File: src/rtl/banner_renderer.sv
// Banner bitmap renderer: scaled, positioned, optionally inverted/blinking
// bitmap overlay with a fixed two-stage registered pixel pipeline.
module banner_renderer #(
   parameter int COORD_W      = 10,
   parameter int TILES        = 3,
   parameter int GLYPH_W      = 16,
   parameter int ROWS         = 16,
   parameter int SCALE_LOG2_W = 2,
   parameter int BLINK_BITS   = 5,
   localparam int RW = TILES * GLYPH_W,
   localparam int RB = (ROWS > 1) ? $clog2(ROWS) : 1,
   localparam int TW = (TILES > 1) ? $clog2(TILES) : 1
) (
   input  logic                    clk,
   input  logic                    reset,
   input  logic [COORD_W-1:0]      px,
   input  logic [COORD_W-1:0]      py,
   input  logic [COORD_W-1:0]      x0,
   input  logic [COORD_W-1:0]      y0,
   input  logic [SCALE_LOG2_W-1:0] scale,
   input  logic                    enable,
   input  logic                    invert,
   input  logic                    blink_en,
   input  logic                    frame_tick,
   input  logic                    wr_en,
   input  logic [RB-1:0]           wr_row,
   input  logic [RW-1:0]           wr_data,
   output logic                    pixel_on,
   output logic                    in_box,
   output logic [TW-1:0]           tile_idx
);

   localparam int AW = COORD_W + SCALE_LOG2_W + 6;
   localparam int CW = (RW > 1) ? $clog2(RW) : 1;

   logic [ROWS-1:0][RW-1:0] bitmap;
   logic [BLINK_BITS-1:0]   fc;

   logic [AW-1:0] pxw, pyw, x0w, y0w, xend, yend;
   logic          inside_d;
   logic [CW-1:0] col_d;
   logic [RB-1:0] row_d;

   logic          inside_q;
   logic [CW-1:0] col_q;
   logic [RB-1:0] row_q;

   logic [RW-1:0] row_bits;
   logic [CW-1:0] bit_idx;
   logic          pix_bit;
   logic          visible;

   // Widened arithmetic so a box running past the coordinate range clips instead of wrapping.
   always_comb begin
      pxw      = AW'(px);
      pyw      = AW'(py);
      x0w      = AW'(x0);
      y0w      = AW'(y0);
      xend     = x0w + (AW'(RW) << scale);
      yend     = y0w + (AW'(ROWS) << scale);
      inside_d = (pxw >= x0w) && (pxw < xend) && (pyw >= y0w) && (pyw < yend);
      col_d    = CW'((pxw - x0w) >> scale);
      row_d    = RB'((pyw - y0w) >> scale);
   end

   always_comb begin
      row_bits = bitmap[row_q];
      bit_idx  = CW'(RW - 1) - col_q;
      pix_bit  = row_bits[bit_idx];
      visible  = enable & (~blink_en | ~fc[BLINK_BITS-1]);
   end

   always_ff @(posedge clk or posedge reset) begin
      if (reset) begin
         bitmap <= '0;
         fc     <= '0;
      end else begin
         if (wr_en)
            bitmap[wr_row] <= wr_data;
         if (frame_tick)
            fc <= fc + 1'b1;
      end
   end

   always_ff @(posedge clk or posedge reset) begin
      if (reset) begin
         inside_q <= 1'b0;
         col_q    <= '0;
         row_q    <= '0;
         pixel_on <= 1'b0;
         in_box   <= 1'b0;
         tile_idx <= '0;
      end else begin
         inside_q <= inside_d;
         col_q    <= col_d;
         row_q    <= row_d;
         pixel_on <= inside_q & visible & (pix_bit ^ invert);
         in_box   <= inside_q & enable;
         tile_idx <= inside_q ? TW'(col_q / GLYPH_W) : '0;
      end
   end

endmodule

File: config.mk
export PLATFORM = sky130hd
export DESIGN_NAME = banner_renderer
export DESIGN_NICKNAME = d
export VERILOG_FILES = /design/src/rtl/banner_renderer.sv
export SDC_FILE = /design/constraint.sdc
export NUM_CORES = 2
export LEC_CHECK = 0
export BUFFER_PORTS_ARGS = -buffer_cell sky130_fd_sc_hd__buf_4
export CORE_MARGIN = 2
export CORE_UTILIZATION = 45
export DETAILED_ROUTE_END_ITERATION = 8
export PLACE_DENSITY = 0.66
export SLEW_MARGIN = 20
export SYNTH_ARGS = -nofsm -noshare
export SYNTH_HDL_FRONTEND = slang
export SYNTH_SLANG_ARGS = --single-unit
File: constraint.sdc
create_clock -name clk -period 37.2 [get_ports clk]
set_input_delay 9.3 -clock clk [delete_from_list [all_inputs] [get_ports clk]]
set_output_delay 9.3 -clock clk [all_outputs]
set_load 0.02 [all_outputs]
==> results.cfg <==
[synth]
synth_cell_types = 60
syn_avg_cell_area_um2 = 15.5
netlist_top_cells_count = dfrtp_1 (788), mux2_2 (783), mux4_2 (204), clkbuf_1 (100)
syn-cell-area_um2 = 37100
synth_compound_area_share_pct = 2.32
seq_area_frac_synth_pct = 53.1
synthSimpleGateAreaFrac_pct = 2.29
yosysTopAreaCell = dfrtp_1
yosys_register_bits = 788
synth_async_sr_flop_share_pct = 100
synthFlopType = dfrtp_1
synthCells = 2404
yosysTopAreaCellShare_pct = 53.1
synth_fp_nets = 2555
synthAdderAreaFrac_pct = 1.77
synth_warnings = 0
synth_edf_count = 0
synth_most_common_cell = dfrtp_1
synth.area.top_cells = dfrtp_1 (53%), mux2_2 (24%), mux4_2 (12%), ha_1 (1.5%), clkbuf_1 (1.0%)
muxShareOfSynthArea_pct = 37.2
synth_top_family_by_area = multiplexers
synthXorXnorAreaFrac_pct = 0.448

[power]
seqPwrFrac_pct = 45.8
switching_share_pct = 26.4
power_density_nw_per_um2 = 61.5
p_clk_share_pct = 31.9
p_leak_nw = 17.8
power_mw = 2.55
combinationalPowerShare_pct = 22.3
power_switching_mw = 0.673
worst_ir_drop_vdd_mv = 0.0396
intPower_mw = 1.88

[die]
fp.dieW_um = 291
rows = 105
io_pins = 105
initial_core_util_pct = 45.4
core_area_um2 = 81800
dieArea_um2 = 84900
fp.dieH_um = 291

[clock_network]
cts_num_sinks = 788
htreeDepth = 3
cts_hold_buf = 0
path_clk_slew_ns = 0.06
clock-root-buffer = clkbuf_16
clock_path_buffers = 3
ctsResizeCount = 0
post-cts-setup-buffers = 0
cts_tree = done
clock_latency_ns = 0.63
cts_made_buffers = 80

[run_status]
status = complete, no violations

[global_route]
grt_pass1_vias = 23288
grtUsageTotal_pct = 21.8
grt_start_max_net_pins = 140
antenna_found_initial = 9
grt_pass1_wl_um = 142000
grt-ovfl-total = 0

[setup_path]
crit_type = in -> async
cp-end-kind = async pin
critPathArrivalTime_ns = 13.49
reg2reg_depth = 12
crit_required_ns = 37.84
reg2reg_from = row_q[0]
cp-start-kind = input port
r2r_end = pixel_on
path_max_fanout = 139
reg2reg_slack_ns = 31.72

[timing]
finalHoldViolCount = 0
fin_setup_tns_ns = 0
setup_viol = 0
finalMaxSlewViolations = 0
min_period_ns = 12.86
worst_slack_ns = 24.34
worst_pin_slew_ns = 1.18
rsz0062_at_grt = no
fmax_mhz = 77.8
post-route-period-util_pct = 34.6
holdWs_ns = 0.477
fin_skew_ns = 0.0234
slew-limit-headroom_pct = 21.5

[placement]
dp_hpwl_um = 50000
pre_cts_ws_ns = 23.12
place_inst = 3418
port_buffers = 104
gp_congestion = 0.837

[layout]
fill_cells = 6699
area_growth_pct = 11.5
layoutNonFillerInstCount = 3563
final_net_count = 2582
layout-drive-gt1-share_pct = 51.4

[hold_path]
hold_class = reg -> reg
min_from = fc[3]
hold_end = fc[3]
min_delay_path_depth = 1

[route]
wirelength_um = 90300
drtIter0Drc = 1594
drc = 0
route.vias.total = 21143
drt-wirelength-per-cell_um = 25.3
viasPerCell = 5.93
postRouteAntennaNets = 0
dr.pass1.iters = 5

[run]
maxCapViolations = 0
-- through the flow --
| stage | instance area, um2 | utilization [%] |
|---|---|---|
| after floorplan | 37100 | - |
| after global placement | 38700 | 47.3 |
| after detailed placement | 38700 | 47.3 |
| after CTS | 41400 | 50.6 |
| after global routing | 41400 | 50.6 |
| final | 41400 | 50.6 |
-- registers in the layout, summed over array words and instances (netlist names) --
name / count
bitmap: 768
col_q: 6
fc: 5
row_q: 4
tile_idx: 2
in_box: 1
inside_q: 1
pixel_on: 1
-- layout by cell type, fill, tap and decap left out, types with 23 or more instances in the layout --
| master | netlist | layout |
|---|---|---|
| dfrtp_1 | 788 | 784 |
| mux2_2 | 783 | 783 |
| mux4_2 | 204 | 204 |
| buf_4 | 14 | 136 |
| clkbuf_16 | 0 | 83 |
| ha_1 | 46 | 46 |
| nand2_1 | 41 | 40 |
| nor2_1 | 46 | 37 |
| inv_1 | 38 | 37 |
| a21oi_1 | 30 | 30 |
| o21ai_0 | 24 | 24 |
| a22oi_1 | 24 | 24 |
| clkbuf_8 | 0 | 23 |
-- power by group through the flow --
stage,clock network (mW),registers (mW),logic (mW)
floorplan,0,1.14,0.463
global placement,0,1.16,0.553
detailed placement,0,1.18,0.573
CTS,0.832,1.17,0.575
global route,0.868,1.19,0.613
finish,0.814,1.17,0.568
-- worst max-delay path, cell delays in order --
cell	delay, ns
buf_4	0.13
inv_8	0.57
buf_4	0.88
buf_4	0.77
buf_4	0.86
buf_6	0.71
-- layer usage --
| metal | track usage, % | routed length (um) | up-vias |
|---|---|---|---|
| met5 | 0 | 51 | - |
| met4 | 6.43 | 2080 | 8 |
| met3 | 3.92 | 4730 | 143 |
| met2 | 35.4 | 43500 | 504 |
| met1 | 30.1 | 40000 | 11492 |
| li1 | - | - | 8996 |
-- worst max-delay path by stage --
stage | to | startpoint | cells past startpoint
2_1_floorplan | bitmap[0] | reset | 1
3_3_place_gp | bitmap[183] | reset | 6
3_5_place_dp | bitmap[423] | reset | 6
4_1_cts | bitmap[231] | reset | 6
5_1_grt | bitmap[663] | reset | 6
6_report | bitmap[231] | reset | 6
-- kinds of logic after synthesis --
logic type                 after synthesis
AOI/OAI and AO/OA                      128
DFF                                    788
buffers and inverters                  234
and+or+nand+nor                        172
xor gates and xnor gates                19
muxes                                 1013
adders and majority gates               50
-- layout make-up --
type | count | area [um2] | share of cell area, %
Antenna cell | 4 | 10.0 | 0.0242
Tap cell | 1070 | 1340 | 3.23
Multi-Input combinational cell | 1382 | 16500 | 39.8
Sequential cell | 788 | 19700 | 47.6
Inverter | 40 | 158 | 0.380
Clock inverter | 18 | 201 | 0.486
Clock buffer | 122 | 2450 | 5.92
Timing Repair Buffer | 139 | 1070 | 2.59
(Power assumes the default switching activity.)
